## src/rtl/hamming_pkg.sv

```systemverilog
// Hamming(15,11) link shared definitions: widths, parity positions,
// data-to-codeword position table and the transmitter FSM states.
package hamming_pkg;

    localparam int DADO_W     = 11;
    localparam int CODIGO_W   = 15;
    localparam int PARIDADE_W = 4;

    // Codeword indices (0-based) that hold the parity bits.
    localparam int POS_PARIDADE [PARIDADE_W] = '{0, 1, 3, 7};

    // Codeword index for each data bit d0..d10.
    localparam int POS_DADO [DADO_W] =
        '{2, 4, 5, 6, 8, 9, 10, 11, 12, 13, 14};

    typedef enum logic [1:0] {
        OCIOSO    = 2'd0,
        TRANSMITE = 2'd1,
        GUARDA    = 2'd2
    } estado_t;

endpackage

```

## src/rtl/codifica_hamming.sv

```systemverilog
// Combinational Hamming(15,11) encoder, no error injection.
// Ports: dado_i (11-bit data in), codigo_o (15-bit codeword out).
module codifica_hamming
    import hamming_pkg::*;
(
    input  logic [DADO_W-1:0]   dado_i,
    output logic [CODIGO_W-1:0] codigo_o
);

    always_comb begin
        logic [CODIGO_W-1:0] c;
        logic                par;
        c = '0;
        for (int i = 0; i < DADO_W; i++) begin
            c[POS_DADO[i]] = dado_i[i];
        end
        // Parity p covers every position whose 1-based index has bit p
        // set; parity slots are still 0 here so they drop out of the XOR.
        for (int p = 0; p < PARIDADE_W; p++) begin
            par = 1'b0;
            for (int i = 0; i < CODIGO_W; i++) begin
                if (((i + 1) >> p) % 2 == 1) begin
                    par = par ^ c[i];
                end
            end
            c[POS_PARIDADE[p]] = par;
        end
        codigo_o = c;
    end

endmodule

```

## src/rtl/transmissor_hamming.sv

```systemverilog
// Hamming(15,11) transmitter: valid/ready intake, encode, optional
// single-bit injection, parallel strobe and LSB-first serial output.
// Ports: clk, rst (sync, active-high); dado/dado_valido/dado_pronto
// handshake with erro_pos; codigo/codigo_valido parallel result;
// tx_bit/tx_ativo/tx_inicio serial stream; quadros frame counter.
module transmissor_hamming
    import hamming_pkg::*;
#(
    parameter int CICLOS_POR_BIT = 1,
    parameter int CICLOS_GUARDA  = 1
) (
    input  logic                clk,
    input  logic                rst,
    input  logic [DADO_W-1:0]   dado,
    input  logic                dado_valido,
    output logic                dado_pronto,
    input  logic [3:0]          erro_pos,
    output logic [CODIGO_W-1:0] codigo,
    output logic                codigo_valido,
    output logic                tx_bit,
    output logic                tx_ativo,
    output logic                tx_inicio,
    output logic [15:0]         quadros
);

    localparam int DIV_W = (CICLOS_POR_BIT > 1) ?
                           $clog2(CICLOS_POR_BIT) : 1;
    localparam int GUA_W = (CICLOS_GUARDA > 1) ?
                           $clog2(CICLOS_GUARDA) : 1;
    localparam logic [DIV_W-1:0] DIV_FIM =
        DIV_W'(CICLOS_POR_BIT - 1);
    localparam logic [GUA_W-1:0] GUA_FIM =
        GUA_W'((CICLOS_GUARDA > 0) ? CICLOS_GUARDA - 1 : 0);
    localparam logic [3:0] BIT_FIM = 4'(CODIGO_W - 1);

    estado_t             estado_q, estado_d;
    logic [3:0]          bit_q, bit_d;
    logic [DIV_W-1:0]    div_q, div_d;
    logic [GUA_W-1:0]    guarda_q, guarda_d;
    logic [15:0]         quadros_q, quadros_d;
    logic [CODIGO_W-1:0] codigo_q, codigo_d;
    logic                valido_q, valido_d;
    logic                pronto_q, pronto_d;
    logic [CODIGO_W-1:0] codigo_enc;
    logic [CODIGO_W-1:0] mascara;
    logic                aceita;

    codifica_hamming u_codifica (
        .dado_i   (dado),
        .codigo_o (codigo_enc)
    );

    // erro_pos is 1-based; 0 means no injection.
    always_comb begin
        mascara = '0;
        if (erro_pos != 4'd0) begin
            mascara[erro_pos - 4'd1] = 1'b1;
        end
    end

    assign aceita = dado_valido && pronto_q;

    always_comb begin
        estado_d  = estado_q;
        bit_d     = bit_q;
        div_d     = div_q;
        guarda_d  = guarda_q;
        quadros_d = quadros_q;
        codigo_d  = codigo_q;
        valido_d  = 1'b0;
        unique case (estado_q)
            OCIOSO: begin
                if (aceita) begin
                    codigo_d = codigo_enc ^ mascara;
                    valido_d = 1'b1;
                    bit_d    = 4'd0;
                    div_d    = '0;
                    estado_d = TRANSMITE;
                end
            end
            TRANSMITE: begin
                if (div_q == DIV_FIM) begin
                    div_d = '0;
                    if (bit_q == BIT_FIM) begin
                        quadros_d = quadros_q + 16'd1;
                        guarda_d  = '0;
                        estado_d  = (CICLOS_GUARDA == 0) ?
                                    OCIOSO : GUARDA;
                    end else begin
                        bit_d = bit_q + 4'd1;
                    end
                end else begin
                    div_d = div_q + DIV_W'(1);
                end
            end
            GUARDA: begin
                if (guarda_q == GUA_FIM) begin
                    estado_d = OCIOSO;
                end else begin
                    guarda_d = guarda_q + GUA_W'(1);
                end
            end
            default: estado_d = OCIOSO;
        endcase
        // Ready only after a full cycle settled in OCIOSO, so it is
        // low during reset and rises one cycle after returning idle.
        pronto_d = (estado_q == OCIOSO) && (estado_d == OCIOSO);
    end

    always_ff @(posedge clk) begin
        if (rst) begin
            estado_q  <= OCIOSO;
            bit_q     <= 4'd0;
            div_q     <= '0;
            guarda_q  <= '0;
            quadros_q <= 16'd0;
            codigo_q  <= '0;
            valido_q  <= 1'b0;
            pronto_q  <= 1'b0;
        end else begin
            estado_q  <= estado_d;
            bit_q     <= bit_d;
            div_q     <= div_d;
            guarda_q  <= guarda_d;
            quadros_q <= quadros_d;
            codigo_q  <= codigo_d;
            valido_q  <= valido_d;
            pronto_q  <= pronto_d;
        end
    end

    assign tx_ativo      = (estado_q == TRANSMITE);
    assign tx_bit        = tx_ativo && codigo_q[bit_q];
    assign tx_inicio     = tx_ativo && (bit_q == 4'd0);
    assign dado_pronto   = pronto_q;
    assign codigo        = codigo_q;
    assign codigo_valido = valido_q;
    assign quadros       = quadros_q;

endmodule
```

## config.mk

```make
export PLATFORM = sky130hd
export DESIGN_NAME = transmissor_hamming
export DESIGN_NICKNAME = d
export VERILOG_FILES = /design/src/rtl/hamming_pkg.sv /design/src/rtl/codifica_hamming.sv /design/src/rtl/transmissor_hamming.sv
export SDC_FILE = /design/constraint.sdc
export NUM_CORES = 1
export LEC_CHECK = 0
export ABC_AREA = 1
export BUFFER_PORTS_ARGS = -buffer_cell sky130_fd_sc_hd__buf_2
export CAP_MARGIN = 20
export CORE_ASPECT_RATIO = 0.6
export CORE_MARGIN = 1.5
export CORE_UTILIZATION = 50
export DETAILED_ROUTE_END_ITERATION = 7
export PLACE_DENSITY = 0.87
export SLEW_MARGIN = 30
export SYNTH_ARGS = -nofsm -noshare
export SYNTH_HDL_FRONTEND = slang
export SYNTH_SLANG_ARGS = --single-unit
```

## constraint.sdc

```tcl
create_clock -name clk -period 1.3 [get_ports clk]
set_input_delay 0.26 -clock clk [delete_from_list [all_inputs] [get_ports clk]]
set_output_delay 0.26 -clock clk [all_outputs]
set_load 0.005 [all_outputs]
```

Word-level counts from Yosys, hierarchy flattened
Index checks and enable logic that the tools add are counted.
{"block": "word_totals", "ff_bits": 41, "wordCells": 89, "input_bits": 18, "output_inout_bits": 36}
{"block": "classes", "bitwise_logic": 27, "order_cmp": 3, "reduce_logical": 17, "addsub": 5, "n_eq_ne": 7, "mux": 22}
{"operator": "1-bit XOR", "n": 24}
{"operator": "16-bit by 1-bit adder with 16-bit output (second input constant)", "n": 1}
{"operator": "15-bit two-way mux", "n": 1}
{"operator": "15-bit XOR", "n": 1}
{"operator": "4-bit two-way mux", "n": 3}
{"operator": "4-bit by 5-bit < comparator with 1-bit output (second input constant)", "n": 2}
{"operator": "1-bit two-way mux", "n": 8}
{"operator": "2-bit two-way mux", "n": 4}
{"operator": "4-bit one-hot mux with 2 select lines", "n": 1}
{"operator": "2-bit inequality test (second input constant)", "n": 3}
{"operator": "2-bit one-hot mux with 3 select lines", "n": 1}
{"operator": "3-bit AND reduction", "n": 2}
{"operator": "1-bit logical AND", "n": 5}
{"operator": "4-bit by 1-bit adder with 4-bit output (second input constant)", "n": 1}
{"operator": "1-bit binary-select mux with 4-bit select", "n": 1}
{"operator": "1-bit demux with 4-bit select", "n": 1}
{"operator": "4-bit equality test (second input constant)", "n": 1}
{"operator": "4-bit by 1-bit greater-or-equal comparator with 1-bit output (second input constant)", "n": 1}
{"operator": "2-bit zero test", "n": 2}
{"operator": "4-bit zero test", "n": 1}
{"operator": "1-bit one-hot mux with 2 select lines", "n": 2}
{"operator": "2-bit AND reduction", "n": 2}
{"operator": "4-bit AND reduction", "n": 1}
{"operator": "2-bit nonzero test", "n": 2}
{"operator": "other kinds (8)", "n": 10}

Logic depth before layout (Yosys ltp)
{"block": "logic_depth", "depth_word": 7, "ltp_mapped": 12, "depth_no_buf": 12}

By module
From an unflattened synthesis, not the netlist that was laid out.
{"block": "unflattened", "cells_unflattened": 399, "area_unflattened_um2": 2531.2}
{"module": "transmissor_hamming", "cells_per_inst": 319, "instances": 1, "area_per_inst_um2": 2128.3}
{"module": "codifica_hamming", "cells_per_inst": 80, "instances": 1, "area_per_inst_um2": 402.9}

Least setup slack after synthesis
No wires, ideal clock.
{"block": "synth_timing", "path_kind": "register to register", "startpoint": "register bit_q[0]", "endpoint": "register quadros_q[6], in the netlist quadros[6]", "t_required_ns": 1.184, "t_arrival_ns": 1.259, "synth_period_minus_slack_ns": 1.374, "n_path_buf": 1, "setup_slack_ns": -0.074, "path_stages_with_launch": 11, "cell_sequence": "dfxtp_1 > inv_1 > ha_1 > nand3_2 > buf_6 > nor2_8 > nand2_2 > nor2_4 > nand2_1 > nand2_1 > a21oi_1"}
{"block": "synth_via", "elab_chain_cells": 2}
{"item": "from (decl)", "line_no": "transmissor_hamming.sv:37", "text": "logic [3:0] bit_q, bit_d;"}
{"item": "from (signal assigned)", "line_no": "transmissor_hamming.sv:122", "text": "bit_q <= bit_d;"}
{"item": "4-bit equality test", "line_no": "transmissor_hamming.sv:84", "text": "if (bit_q == BIT_FIM) begin"}
{"item": "3-bit AND reduction (no line)"}
{"item": "to (signal assigned)", "line_no": "transmissor_hamming.sv:125", "text": "quadros_q <= quadros_d;"}
{"item": "to (decl)", "line_no": "transmissor_hamming.sv:40", "text": "logic [15:0] quadros_q, quadros_d;"}
No other way between the ends.
A chain may end at the register's enable or synchronous reset.

Worst setup path after layout
{"block": "layout_timing", "startpoint": "register bit_q[0]", "endpoint": "output port tx_bit"}
{"block": "layout_via", "elab_chain_cells": 3}
{"item": "1-bit binary-select mux with 4-bit select", "line_no": "transmissor_hamming.sv:133", "text": "assign tx_bit = tx_ativo && codigo_q[bit_q];"}
{"item": "1-bit two-way mux (implied by the code)", "line_no": "transmissor_hamming.sv:133"}
{"item": "1-bit logical AND", "line_no": "transmissor_hamming.sv:133"}
{"item": "to (decl)", "line_no": "transmissor_hamming.sv:20", "text": "output logic tx_bit,"}
No other way between the ends. The select of a mux whose other input is x is not followed.

==> impl_metrics.tcl <==
set metrics [dict create \
    tightestPinTransition_ns 0.3064 \
    fin_crit_sh 1.355 \
    grt_overflow 0 \
    wl_per_cell_um 15.75 \
    yosysMostFrequentCell "nand2_1" \
    ant_nets 0 \
    end_kind "output pin" \
    yosysTopAreaCell "dfxtp_1" \
    violations "negative setup slack" \
    powerDensity_nw_per_um2 756.7 \
    boundaryPins 54 \
    hold_viol_final 0 \
    period_minus_slack_ns 1.761 \
    max-cap-violations 0 \
    setup_ws_ns -0.4609 \
    rsz0062_at_grt "yes" \
    floorplan.rows 20 \
    cts_tree "yes" \
    drtIter0Drc 404 \
    dieHeight_um 58.74 \
    cts_sinks 39 \
    synth-async-reset-ratio 0 \
    clk_pin_slew_ns 0.07 \
    p_leak_uw 0.001861 \
    ys_seq_area_frac 0.3016 \
    fillers 361 \
    htree_levels 2 \
    cp_slowest_stage_delay_ns 0.36 \
    synth_commonest_cells "nand2_1 (124), inv_1 (65), dfxtp_1 (39)" \
    postSynthCellCount 424 \
    regToRegSetupSlack_ns -0.17 \
    final_nets 545 \
    die_width_um 95.89 \
    timing.hold.ws_ns 0.2763 \
    syn-num-nets 446 \
    ys_dominant_reg_cell "dfxtp_1" \
    relSlewSlack 0.7942 \
    r2r_end "quadros[15]" \
    required_ns 1.04 \
    start_kind "flip-flop" \
    antenna_found_initial 0 \
    worstHoldStart "dado_valido" \
    core_area_um2 5030 \
    track_usage 0.2924 \
    r2r_start "bit_q[1]" \
    dieArea_um2 5632 \
    dr.pass1.iters 5 \
    clock_path_buffers 2 \
    wirelength_um 9293 \
    area_growth_syn_to_layout_pct 40.55 \
    ys_seq_elements 39 \
    ff2ff_path_depth 8 \
    whs_path_depth 3 \
    io_buffers 53 \
    grt_pass1_wl_um 12500 \
    clock_latency_ns 0.30 \
    synth_edf_count 0 \
    grt_pass1_vias 2756 \
    arrival_ns 1.50 \
    avgViaCountPerCell 5.622 \
    netlist_area_um2 2589 \
    finalClockSkew_ns 0.008837 \
    gp_congestion 0.9642 \
    crit_chain "buf_6, a21oi_2, o21ai_1, nand2_1, nand2_1, nand3_2, a21oi_2, nor2_1, buf_2" \
    critPathKind "reg2out" \
    status "finished with violations" \
    total_power_uw 2753 \
    ir_worst_vdd_v 0.0004261 \
    initial_core_util 0.5147 \
    slowest_stage "dfxtp_2" \
    final_max_slew_viol_count 0 \
    hold_class "in2reg" \
    fmax_mhz 567.9 \
    via_count 3317 \
    ys_warn_count 0 \
    path_max_fanout 8 \
    avgSynthCellArea_um2 6.106 \
    setup_viol 17 \
    grt_max_degree 16 \
    cts-buffers-inserted 5 \
    drc 0 \
    drive_gt1_frac 0.3569 \
    synth_area_leaders "dfxtp_1 (30%), nand2_1 (18%), inv_1 (9.4%), a21oi_1 (6.0%), nand3_1 (5.6%)" \
    cts-root-buf "clkbuf_8" \
    synth_top_area_frac 0.3016 \
    dp_hpwl_um 5920 \
    num_antenna_cells 0 \
    min_to "codigo_valido" \
    utilization 0.7234 \
    synth_cell_types 30 \
]
[cells by family (layout without fill, tap and decap cells)]
| kind of cell | Yosys count | after routing | share of synthesized area |
|---|---|---|---|
| AOI/OAI and AO/OA | 62 | 62 | 0.1257 |
| xor gates and xnor gates | 14 | 14 | 0.04737 |
| adders and majority gates | 4 | 4 | 0.01933 |
| buffers and inverters | 83 | 183 | 0.1261 |
| DFF | 39 | 39 | 0.3016 |
| and+or+nand+nor | 222 | 222 | 0.3799 |
[layout by cell type, fill, tap and decap left out, types with 13 or more instances in the layout]
cell type	Yosys	layout
dfxtp_1	39	26
nand2_1	124	109
xor2_1	13	13
buf_2	5	53
nor2_1	36	28
buf_4	0	40
nand4_1	16	16
o21ai_0	24	13
a21oi_1	31	23
nand3_1	29	26
inv_1	65	60
[repair_timing]
action / 4_1_cts / 5_1_grt
hold buffers: 0 / 0
setup endpoints to repair: 15 / 32
pin swaps: 7 / 14
setup buffers: 4 / 5
gates resized for setup: 27 / 67
gates cloned: 0 / 1
[how the worst max path moves through the flow]
stage	slack, ns	cells after the start	startpoint	end
2_1_floorplan	-0.004	10	bit_q[0]	quadros[6]
3_3_place_gp	-0.09	8	bit_q[0]	tx_bit
3_5_place_dp	-0.14	9	bit_q[0]	quadros[9]
4_1_cts	-0.41	8	bit_q[0]	tx_bit
5_1_grt	-0.50	9	bit_q[0]	tx_bit
6_report	-0.46	9	bit_q[0]	tx_bit
[state kept, by name, summed over array words and instances, names as in the netlist]
name / flops
bit_q: 4
quadros: 16
estado_q: 2
dado_pronto: 1
codigo_valido: 1
codigo: 15
[power by group]
part	leakage, uW	switching (uW)	internal [uW]
combinational	0.00149	394	260
sequential	0.000324	33.8	1240
clock	0.0000422	452	377
total	0.00186	880	1870
[per-stage QoR]
stage | std cells | setup WS [ns] | cell area [um2] | TNS [ns]
floorplan | 424 | -0.004408 | 2616 | -0.004408
global placement | 574 | -0.08574 | 3214 | -0.1998
finish | 590 | -0.4609 | 3638 | -2.500
global route | 590 | -0.5044 | 3638 | -3.682
CTS | 585 | -0.4143 | 3407 | -0.6768
detailed placement | 574 | -0.1367 | 3214 | -0.7512
[metal layers]
metal	track usage	up-vias	wire length (um)
met2	0.4537	223	4041
met3	0.06977	52	832
li1	-	1537	-
met1	0.3997	1505	3926
met5	0	-	0
met4	0.09874	0	493
[final cells by class]
class | instances | area [um2] | area share
multi-input cells | 302 | 1675 | 0.4605
flip-flops and latches | 39 | 802.0 | 0.2204
clock buffers | 7 | 76.32 | 0.02098
repair buffers | 102 | 693.2 | 0.1905
clock inverters | 1 | 5.005 | 0.001376
repair inverters | 1 | 16.27 | 0.004470
well taps | 66 | 82.58 | 0.02270
inverters | 72 | 287.8 | 0.07909
[critical path, delay by kind of cell, from the launching register on]
| family | cells | cell delay (ns) |
|---|---|---|
| AND/OR/NAND/NOR | 4 | 0.30 |
| flip-flops | 1 | 0.36 |
| AO/OA/AOI/OAI | 3 | 0.29 |
| buffers and inverters | 2 | 0.26 |
No activity file was read; power rests on OpenSTA's default activity.
